File: config.mk
export PLATFORM = sky130hd
export DESIGN_NAME = pkt_wr_sched_flat
export DESIGN_NICKNAME = d
export VERILOG_FILES = /design/src/rtl/pkt_wr_sched_if.sv /design/src/rtl/pkt_wr_sched.sv /design/src/flat_wrapper.sv
export SDC_FILE = /design/constraint.sdc
export NUM_CORES = 1
export LEC_CHECK = 0
export ABC_AREA = 1
export BUFFER_PORTS_ARGS = -buffer_cell sky130_fd_sc_hd__buf_2
export CORE_ASPECT_RATIO = 1.2
export CORE_MARGIN = 5
export CORE_UTILIZATION = 56
export DETAILED_ROUTE_END_ITERATION = 16
export GPL_TIMING_DRIVEN = 0
export PLACE_DENSITY_LB_ADDON = 0.1
export RECOVER_POWER = 25
export SYNTH_ARGS = -nofsm -noshare
export SYNTH_HDL_FRONTEND = slang
export SYNTH_SLANG_ARGS = --single-unit
File: constraint.sdc
create_clock -name clk_i -period 7.2 [get_ports clk_i]
set_input_delay 1.44 -clock clk_i [delete_from_list [all_inputs] [get_ports clk_i]]
set_output_delay 1.44 -clock clk_i [all_outputs]
set_load 0.05 [all_outputs]
File: src/rtl/pkt_wr_sched_if.sv
// Descriptor handshake and writer launch/done signals between the capture
// front end, the packet write scheduler and the DDR packet writer.
interface pkt_wr_sched_if;
    logic        desc_valid;
    logic        desc_ready;
    logic [15:0] desc_len;
    logic        wr_ctrl;
    logic [31:0] control;
    logic [31:0] pkt_begin;
    logic [31:0] pkt_end;
    logic        wr_ctrl_rdy;

    modport master (
        input  desc_valid, desc_len, wr_ctrl_rdy,
        output desc_ready, wr_ctrl, control, pkt_begin, pkt_end
    );

    modport slave (
        output desc_valid, desc_len, wr_ctrl_rdy,
        input  desc_ready, wr_ctrl, control, pkt_begin, pkt_end
    );
endinterface

File: src/rtl/pkt_wr_sched.sv
// Packet write scheduler: allocates word-aligned regions in a circular capture
// buffer, launches the packet writer and commits the write pointer on done.
//
// state       | meaning
// ------------+----------------------------------------------------------
// S_IDLE      | disabled; captures ring geometry when enable rises
// S_WAIT_DESC | ready for a packet-length descriptor
// S_CHECK     | legality / free-space evaluation; stalls here when full
// S_START     | one-cycle writer start pulse, timeout counter loaded
// S_BUSY      | waiting for writer done or timeout
// S_COMMIT    | new write pointer visible; return to WAIT_DESC or IDLE
// S_ERROR     | writer timed out; parked until enable drops
module pkt_wr_sched #(
    parameter int unsigned TIMEOUT_CYCLES = 4096,
    parameter int unsigned MAX_PKT_BYTES  = 2048
) (
    input  logic               clk_i,
    input  logic               reset_n_i,
    input  logic               enable_i,
    input  logic [31:0]        buf_base_i,
    input  logic [31:0]        buf_size_i,
    input  logic [31:0]        host_rd_ptr_i,
    input  logic               drop_on_full_i,
    pkt_wr_sched_if.master     bus,
    output logic [31:0]        commit_ptr_o,
    output logic [31:0]        pkt_count_o,
    output logic [31:0]        drop_count_o,
    output logic               timeout_err_o,
    output logic               busy_o
);

    typedef enum logic [2:0] {
        S_IDLE, S_WAIT_DESC, S_CHECK, S_START, S_BUSY, S_COMMIT, S_ERROR
    } state_t;

    // Down-counter hits zero on the cycle the up-count from the pulse reaches TIMEOUT_CYCLES-1.
    localparam logic [31:0] TMO_LOAD = 32'(TIMEOUT_CYCLES - 2);
    localparam logic [31:0] MAX_LEN  = 32'(MAX_PKT_BYTES);

    state_t      state_q, state_d;
    logic [31:0] base_q, base_d;
    logic [31:0] size_q, size_d;
    logic [31:0] wr_ptr_q, wr_ptr_d;
    logic [15:0] len_q, len_d;
    logic [31:0] start_q, start_d;
    logic [31:0] pkt_begin_q, pkt_begin_d;
    logic [31:0] pkt_end_q, pkt_end_d;
    logic [31:0] commit_ptr_q, commit_ptr_d;
    logic [31:0] pkt_count_q, pkt_count_d;
    logic [31:0] drop_count_q, drop_count_d;
    logic        timeout_err_q, timeout_err_d;
    logic [31:0] tmo_cnt_q, tmo_cnt_d;

    logic [31:0] len_r, used, free, start_c, need, end_off, wr_ptr_next;
    logic        fits_linear, illegal;

    always_comb begin
        len_r       = ({16'h0, len_q} + 32'd3) & ~32'd3;
        used        = (wr_ptr_q >= host_rd_ptr_i) ? (wr_ptr_q - host_rd_ptr_i)
                                                  : (wr_ptr_q - host_rd_ptr_i + size_q);
        free        = size_q - used - 32'd4;
        fits_linear = (wr_ptr_q + len_r) <= size_q;
        // A packet that would cross the end restarts at offset 0; the tail is skipped.
        start_c     = fits_linear ? wr_ptr_q : 32'd0;
        need        = fits_linear ? len_r : (size_q - wr_ptr_q) + len_r;
        illegal     = (len_q == 16'd0) || ({16'h0, len_q} > MAX_LEN) ||
                      (len_r > size_q - 32'd4);
        end_off     = start_q + len_r;
        wr_ptr_next = (end_off == size_q) ? 32'd0 : end_off;
    end

    always_comb begin
        state_d       = state_q;
        base_d        = base_q;
        size_d        = size_q;
        wr_ptr_d      = wr_ptr_q;
        len_d         = len_q;
        start_d       = start_q;
        pkt_begin_d   = pkt_begin_q;
        pkt_end_d     = pkt_end_q;
        commit_ptr_d  = commit_ptr_q;
        pkt_count_d   = pkt_count_q;
        drop_count_d  = drop_count_q;
        timeout_err_d = timeout_err_q;
        tmo_cnt_d     = tmo_cnt_q;

        unique case (state_q)
            S_IDLE: begin
                if (enable_i) begin
                    base_d        = buf_base_i;
                    size_d        = buf_size_i;
                    wr_ptr_d      = 32'd0;
                    commit_ptr_d  = 32'd0;
                    timeout_err_d = 1'b0;
                    state_d       = S_WAIT_DESC;
                end
            end
            S_WAIT_DESC: begin
                if (bus.desc_valid) begin
                    len_d   = bus.desc_len;
                    state_d = S_CHECK;
                end else if (!enable_i) begin
                    state_d = S_IDLE;
                end
            end
            S_CHECK: begin
                if (illegal || ((need > free) && drop_on_full_i)) begin
                    drop_count_d = drop_count_q + 32'd1;
                    state_d      = S_WAIT_DESC;
                end else if (need <= free) begin
                    start_d     = start_c;
                    pkt_begin_d = base_q + start_c;
                    pkt_end_d   = base_q + start_c + len_r;
                    state_d     = S_START;
                end
            end
            S_START: begin
                tmo_cnt_d = TMO_LOAD;
                state_d   = S_BUSY;
            end
            S_BUSY: begin
                // Done wins over a timeout landing on the same cycle.
                if (bus.wr_ctrl_rdy) begin
                    wr_ptr_d     = wr_ptr_next;
                    commit_ptr_d = wr_ptr_next;
                    pkt_count_d  = pkt_count_q + 32'd1;
                    state_d      = S_COMMIT;
                end else if (tmo_cnt_q == 32'd0) begin
                    timeout_err_d = 1'b1;
                    state_d       = S_ERROR;
                end else begin
                    tmo_cnt_d = tmo_cnt_q - 32'd1;
                end
            end
            S_COMMIT: begin
                state_d = enable_i ? S_WAIT_DESC : S_IDLE;
            end
            S_ERROR: begin
                if (!enable_i) state_d = S_IDLE;
            end
            default: state_d = S_IDLE;
        endcase
    end

    always_ff @(posedge clk_i or negedge reset_n_i) begin
        if (!reset_n_i) begin
            state_q       <= S_IDLE;
            base_q        <= 32'd0;
            size_q        <= 32'd0;
            wr_ptr_q      <= 32'd0;
            len_q         <= 16'd0;
            start_q       <= 32'd0;
            pkt_begin_q   <= 32'd0;
            pkt_end_q     <= 32'd0;
            commit_ptr_q  <= 32'd0;
            pkt_count_q   <= 32'd0;
            drop_count_q  <= 32'd0;
            timeout_err_q <= 1'b0;
            tmo_cnt_q     <= 32'd0;
        end else begin
            state_q       <= state_d;
            base_q        <= base_d;
            size_q        <= size_d;
            wr_ptr_q      <= wr_ptr_d;
            len_q         <= len_d;
            start_q       <= start_d;
            pkt_begin_q   <= pkt_begin_d;
            pkt_end_q     <= pkt_end_d;
            commit_ptr_q  <= commit_ptr_d;
            pkt_count_q   <= pkt_count_d;
            drop_count_q  <= drop_count_d;
            timeout_err_q <= timeout_err_d;
            tmo_cnt_q     <= tmo_cnt_d;
        end
    end

    assign bus.desc_ready = (state_q == S_WAIT_DESC);
    assign bus.wr_ctrl    = (state_q == S_START);
    assign bus.control    = {16'h0, len_q};
    assign bus.pkt_begin  = pkt_begin_q;
    assign bus.pkt_end    = pkt_end_q;
    assign commit_ptr_o   = commit_ptr_q;
    assign pkt_count_o    = pkt_count_q;
    assign drop_count_o   = drop_count_q;
    assign timeout_err_o  = timeout_err_q;
    assign busy_o         = (state_q != S_IDLE) && (state_q != S_WAIT_DESC);

endmodule
File: src/flat_wrapper.sv
// flat-port wrapper written by rule: the top's interface ports become plain ports
module pkt_wr_sched_flat 
#(
    parameter int unsigned TIMEOUT_CYCLES = 4096,
    parameter int unsigned MAX_PKT_BYTES  = 2048
)
  (clk_i, reset_n_i, enable_i, buf_base_i, buf_size_i, host_rd_ptr_i, drop_on_full_i, commit_ptr_o, pkt_count_o, drop_count_o, timeout_err_o, busy_o, bus_desc_valid, bus_desc_len, bus_wr_ctrl_rdy, bus_desc_ready, bus_wr_ctrl, bus_control, bus_pkt_begin, bus_pkt_end);
  pkt_wr_sched_if bus_i ();
  input  logic clk_i;
  input  logic reset_n_i;
  input  logic enable_i;
  input  logic [31:0] buf_base_i;
  input  logic [31:0] buf_size_i;
  input  logic [31:0] host_rd_ptr_i;
  input  logic drop_on_full_i;
  output logic [31:0] commit_ptr_o;
  output logic [31:0] pkt_count_o;
  output logic [31:0] drop_count_o;
  output logic timeout_err_o;
  output logic busy_o;
  input wire logic [$bits(bus_i.desc_valid)-1:0] bus_desc_valid;
  input wire logic [$bits(bus_i.desc_len)-1:0] bus_desc_len;
  input wire logic [$bits(bus_i.wr_ctrl_rdy)-1:0] bus_wr_ctrl_rdy;
  output wire logic [$bits(bus_i.desc_ready)-1:0] bus_desc_ready;
  output wire logic [$bits(bus_i.wr_ctrl)-1:0] bus_wr_ctrl;
  output wire logic [$bits(bus_i.control)-1:0] bus_control;
  output wire logic [$bits(bus_i.pkt_begin)-1:0] bus_pkt_begin;
  output wire logic [$bits(bus_i.pkt_end)-1:0] bus_pkt_end;
  assign bus_i.desc_valid = bus_desc_valid;
  assign bus_i.desc_len = bus_desc_len;
  assign bus_i.wr_ctrl_rdy = bus_wr_ctrl_rdy;
  assign bus_desc_ready = bus_i.desc_ready;
  assign bus_wr_ctrl = bus_i.wr_ctrl;
  assign bus_control = bus_i.control;
  assign bus_pkt_begin = bus_i.pkt_begin;
  assign bus_pkt_end = bus_i.pkt_end;
  pkt_wr_sched #(.TIMEOUT_CYCLES(TIMEOUT_CYCLES), .MAX_PKT_BYTES(MAX_PKT_BYTES)) u_core (.clk_i(clk_i), .reset_n_i(reset_n_i), .enable_i(enable_i), .buf_base_i(buf_base_i), .buf_size_i(buf_size_i), .host_rd_ptr_i(host_rd_ptr_i), .drop_on_full_i(drop_on_full_i), .bus(bus_i), .commit_ptr_o(commit_ptr_o), .pkt_count_o(pkt_count_o), .drop_count_o(drop_count_o), .timeout_err_o(timeout_err_o), .busy_o(busy_o));
endmodule
* Word-level counts from Yosys, hierarchy flattened
Index checks and enable logic that the tools add are counted.
** Word-level totals
- Logic and storage cells :: 92
- Bits of input ports :: 118
- Bits in registers :: 308
- Output and inout bits :: 196
** Operators by class
- $lt $le $gt $ge :: 6
- Multiplexer cells :: 23
- Equality and inequality tests :: 15
- Reductions and logical operators :: 20
- $add $sub $neg :: 15
- Bitwise operators :: 1
** Operators by type and width (count)
- two-way mux 32 bit :: 8
- adder 32 bit :: 6
- case mux 32 bit (2 select lines) :: 2
- subtractor 32 bit :: 3
- adder 32 x 1 -> 32 bit, second input constant :: 2
- greater-than comparator 32 bit :: 2
- less-or-equal comparator 32 bit :: 2
- subtractor 32 x 3 -> 32 bit, second input constant :: 2
- == test 32 bit :: 1
- greater-or-equal comparator 32 bit :: 1
- logical NOT 32 bit :: 1
- subtractor 32 x 1 -> 32 bit, second input constant :: 1
- two-way mux 3 bit :: 7
- case mux 3 bit (7 select lines) :: 1
- adder 16 x 2 -> 17 bit, second input constant :: 1
- greater-than comparator 16 x 12 -> 1 bit, second input constant :: 1
- logical NOT 16 bit :: 1
- AND reduction 3 bit :: 4
- == test 3 bit, second input constant :: 3
- != test 2 bit, second input constant :: 4
- AND reduction 2 bit :: 4
- == test 3 x 2 -> 1 bit, second input constant :: 2
- != test 3 x 1 -> 1 bit, second input constant :: 2
- two-way mux 1 bit :: 4
- 11 further kinds :: 15

* Logic depth before layout (Yosys ltp)
- Depth in word-level cells :: 10
- Mapped depth :: 61
- Mapped depth without buffers :: 60

* Least setup slack after synthesis
OpenSTA, ideal clock, no wires.
- Kind :: flip-flop to flip-flop
- Start point :: register u_core.len_q[2]
- End point :: register u_core.pkt_end_q[29], in the netlist u_core.bus.pkt_end[29]
- Setup time :: 0.118 ns
- Required time :: 7.082 ns
- Data arrival time :: 8.273 ns
- Cell stages (with the launch flop) :: 55
- Period minus slack after synthesis :: 8.391 ns
- Path slack :: -1.191 ns
- Path buffers :: 2
- Cells stage by stage :: dfrtp_1 -> inv_1 -> nor2_2 -> nand2_1 -> nor2_2 -> nand2_2 -> nor2_2 -> nand2_1 -> nor2_2 -> nand3_1 -> nor2_2 -> inv_1 -> nand2_1 -> nand2_1 -> inv_1 -> ha_1 -> nor2_1 -> inv_1 -> [19 not listed] -> nor2_1 -> ha_1 -> nand2_1 -> inv_1 -> nand2_1 -> nand3_1 -> nand2_1 -> nand2_1 -> xor2_1 -> ha_1 -> a21oi_1 -> a21boi_0 -> o21ai_0 -> a21oi_1 -> nor3_1 -> nand4_1 -> nand3_1 -> nand2_1
** Between the ends
- Elaborated cells between the ends (all ways) :: 19
- Classes of those cells :: 5 x add/sub; 5 x order compare; 2 x mux; 1 x bitwise; 6 x reduce/logical
** RTL lines
- start, declared :: line pkt_wr_sched.sv:44 : logic [15:0] len_q, len_d;
- start signal, assigned :: line pkt_wr_sched.sv:165 : len_q <= len_d;
- adder 16 x 2 -> 17 bit :: line pkt_wr_sched.sv:58 : len_r = ({16'h0, len_q} + 32'd3) & ~32'd3;
- adder 32 bit :: line pkt_wr_sched.sv:62 : fits_linear = (wr_ptr_q + len_r) <= size_q;
- less-or-equal comparator 32 bit :: line pkt_wr_sched.sv:62
- two-way mux 32 bit :: line pkt_wr_sched.sv:64 : start_c = fits_linear ? wr_ptr_q : 32'd0;
- net u_core.start_c[2] :: line pkt_wr_sched.sv:54 : logic [31:0] len_r, used, free, start_c, need, end_off, wr_ptr_next;
- adder 32 bit (2 in a row) :: line pkt_wr_sched.sv:113 : pkt_end_d = base_q + start_c + len_r;
- end signal, assigned :: line pkt_wr_sched.sv:168 : pkt_end_q <= pkt_end_d;
- end, declared :: line pkt_wr_sched.sv:47 : logic [31:0] pkt_end_q, pkt_end_d;
The timed path passes the listed nets, and every way through them passes these cells.
A chain may end at the register's enable or synchronous reset.

* Final worst setup path
- Start point :: register u_core.len_q[2]
- End point :: register u_core.pkt_end_q[14], in the netlist u_core.bus.pkt_end[14]
Same word-level chain as after synthesis.

==> flow_summary.toml <==
[synthesis]
async_reset_ff_share_pct = 100.0
yosysWarnings = 0
yosysMostFrequentCell = "nand2_1"
synthTopCellsByArea = "dfrtp_1 25%, nand2_1 17%, ha_1 14%, inv_1 6.9%, xor2_1 5.5%"
yosysTopAreaCellShare_pct = 24.62
ys_top_cells_by_count = "1,386 x nand2_1, 574 x inv_1, 457 x nor2_1"
synth_edf_count = 0
netlist_area_sq_um = 31100
synth_seq_cells = 306
ys.flop_type = "dfrtp_1"
yosysTopAreaCell = "dfrtp_1"
yosysSeqAreaShare_pct = 24.62
synthCells = 4643
ys_types = 59
syn_avg_cell_area_sq_um = 6.698

[clocking]
htreeDepth = 2
root_buffer = "clkbuf_16"
cts_sinks = 306
cts_max_path_buffers = 3
cts_tree = "built"
cts_buffers = 38
clk_pin_slew_worst_paths_ps = 70
clock_latency_ps = 590

[critical_path]
cp_num_buf_inv = 10
critPathRequiredTime_ps = 7670
r2r_start = "u_core.len_q[2]"
timing.reg2reg.setup_slack_ps = -1720
crit_arrival_ps = 9390
cp-end-kind = "flop"
path_class = "flop to flop"
reg2reg_depth = 54
crit_fanout = 6
cpMostUsedCell = "nor2_4"
slowest_stage = "dfrtp_2"
cp_top_family = "simple AND/OR/NAND/NOR gates"
start_kind = "flop"
cp_slowest_stage_delay_ps = 400
rr_endpoint = "u_core.bus.pkt_end[14]"

[die]
initial_core_util_pct = 56.62
die-area_sq_um = 60370
die_height_microns = 268.2
coreArea_sq_um = 54930
rows = 94
die_w_microns = 225.1
boundaryPins = 314

[hold_path]
holdCritPathClass = "flop to flop"
holdPathStages = 1
min_to = "u_core.pkt_count_o[31]"
hp-start = "u_core.pkt_count_o[31]"

[route]
detail_route.vias_per_cell = 5.971
vias = 35800
drt-pass1-iter-count = 7
routed_wirelength_microns = 134700
drt_iter0_drc = 3448
detail_route.wl_per_cell_microns = 22.48
ant_nets = 0
post-route-drc-count = 0

[global_route]
grt.total_usage_pct = 39.59
grt_pass1_vias = 34380
grt_pass1_wl_microns = 187100
grt_start_max_net_pins = 115
grt-ovfl-total = 0
grt_antenna_before_repair = 5

[run]
cap_violations = 3

[placement]
dp_slack_ps = -2923
dp_hpwl_microns = 93920
gp_congestion = 1.080
placed_area_sq_um = 34100
io_buffers = 297

[sta]
worstMarginPinSlew_ps = 4605
period_share_pct = 123.9
rsz0062_at_grt = "true"
slew_viol_final = 311
worst_slack_ps = -1721
hold_viol = 0
fin_crit_ps = 8921
setup_viol = 128
maxSlewHeadroom_pct = -207.0
fmax_ghz = 0.1121
finClkSkew_ps = 28.42

[run_status]
violations = "max-capacitance violations, max-slew violations, negative setup slack"
status = "complete, but fails checks"

[finish]
stdcell_area_sq_um = 41310
drive_gt1_share_pct = 25.09
nets = 5725
area_growth_pct = 32.82
flip-flops by register name, indices dropped and copies added (netlist names):
register,flops
u_core.bus.pkt_end,32
u_core.size_q,32
u_core.timeout_err_o,1
u_core.base_q,32
u_core.bus.pkt_begin,30
u_core.tmo_cnt_q,32
u_core.drop_count_o,32
u_core.pkt_count_o,32
u_core.wr_ptr_q,32
u_core.state_q,3
u_core.start_q,32
u_core.len_q,16
layout make-up:
class | instances | area, sq um
fill | 4077 | 13620
tap | 720 | 900.9
multi-input combinational | 3676 | 24550
inverter | 584 | 2243
sequential | 306 | 7662
timing repair buffer | 545 | 3889
antenna | 6 | 15.01
timing repair inverter | 1 | 11.26
clock inverter | 13 | 173.9
buffer | 88 | 760.7
clock buffer | 56 | 1099
worst max path at each step:
stage	depth (start not counted)	to	start	slack, ps
global placement	42	u_core.bus.pkt_begin[6]	host_rd_ptr_i[14]	-3370
detailed placement	42	u_core.bus.pkt_begin[29]	host_rd_ptr_i[0]	-2920
floorplan	59	u_core.bus.pkt_end[28]	u_core.len_q[2]	-220
finish	54	u_core.bus.pkt_end[14]	u_core.len_q[2]	-1720
CTS	50	u_core.bus.pkt_end[31]	host_rd_ptr_i[0]	-830
global route	57	u_core.bus.pkt_end[24]	u_core.len_q[2]	-2070
timing repair:
action	in CTS	in global routing
setup buffers	170	59
gates resized for setup	507	415
gates cloned	10	13
hold buffers	0	0
endpoints found under the setup margin	128	128
pin swaps	174	174
hold endpoints to repair	0	0
layer usage:
| layer | vias to the layer above | wire length [microns] | track usage, % |
|---|---|---|---|
| li1 | 16280 | - | - |
| met1 | 16750 | 47140 | 45.34 |
| met2 | 2048 | 63710 | 68.99 |
| met3 | 714 | 11360 | 5.419 |
| met4 | 0 | 12540 | 26.42 |
| met5 | - | 0 | 0 |
layout by cell type (no fill, tap or decap), types with 16 or more instances in the layout:
master,count
nand2_2,165
o21ai_0,217
buf_8,17
buf_6,19
ha_1,275
o31ai_1,20
nand2_1,1144
nand3_2,17
buf_12,16
o21bai_1,25
a21oi_2,41
clkbuf_1,45
nand2_4,80
o21ai_2,50
conb_1,16
o21ai_1,47
nor3_1,48
inv_1,542
nor4_1,22
inv_2,29
buf_2,301
buf_4,214
xnor2_1,82
clkbuf_16,55
nand3_1,179
nand4_1,82
o21a_1,17
xor2_2,16
fa_1,21
nor2_2,23
a21oi_1,217
xor2_1,168
ha_4,63
a21o_1,20
dfrtp_1,302
nor2_1,401
nor2_4,52
per-stage QoR:
stage | hold WS, ps | TNS [ps] | utilization [%] | instances
floorplan | 452.8 | -16830 | - | 4658
global placement | 452.9 | -779810 | 61.95 | 5675
detailed placement | 454.6 | -346490 | 62.08 | 5677
CTS | 463.6 | -96160 | 71.09 | 5921
global route | 507.3 | -176410 | 75.20 | 5993
finish | 462.8 | -142810 | 75.21 | 5995
logic make-up (layout without fill, tap and decap cells):
kind of cell,count (synthesis),count (layout),synth area share [%]
compound gates,729,729,12.83
xor+xnor,287,287,8.259
fa+ha+maj,367,367,15.32
buf+inv,677,1287,8.613
flops,306,306,24.62
simple gates,2276,2277,30.35
other cells,1,22,0.01206
Power is not shown: default switching activity piles up to over one toggle a cycle in this logic, so the estimate is an artifact.
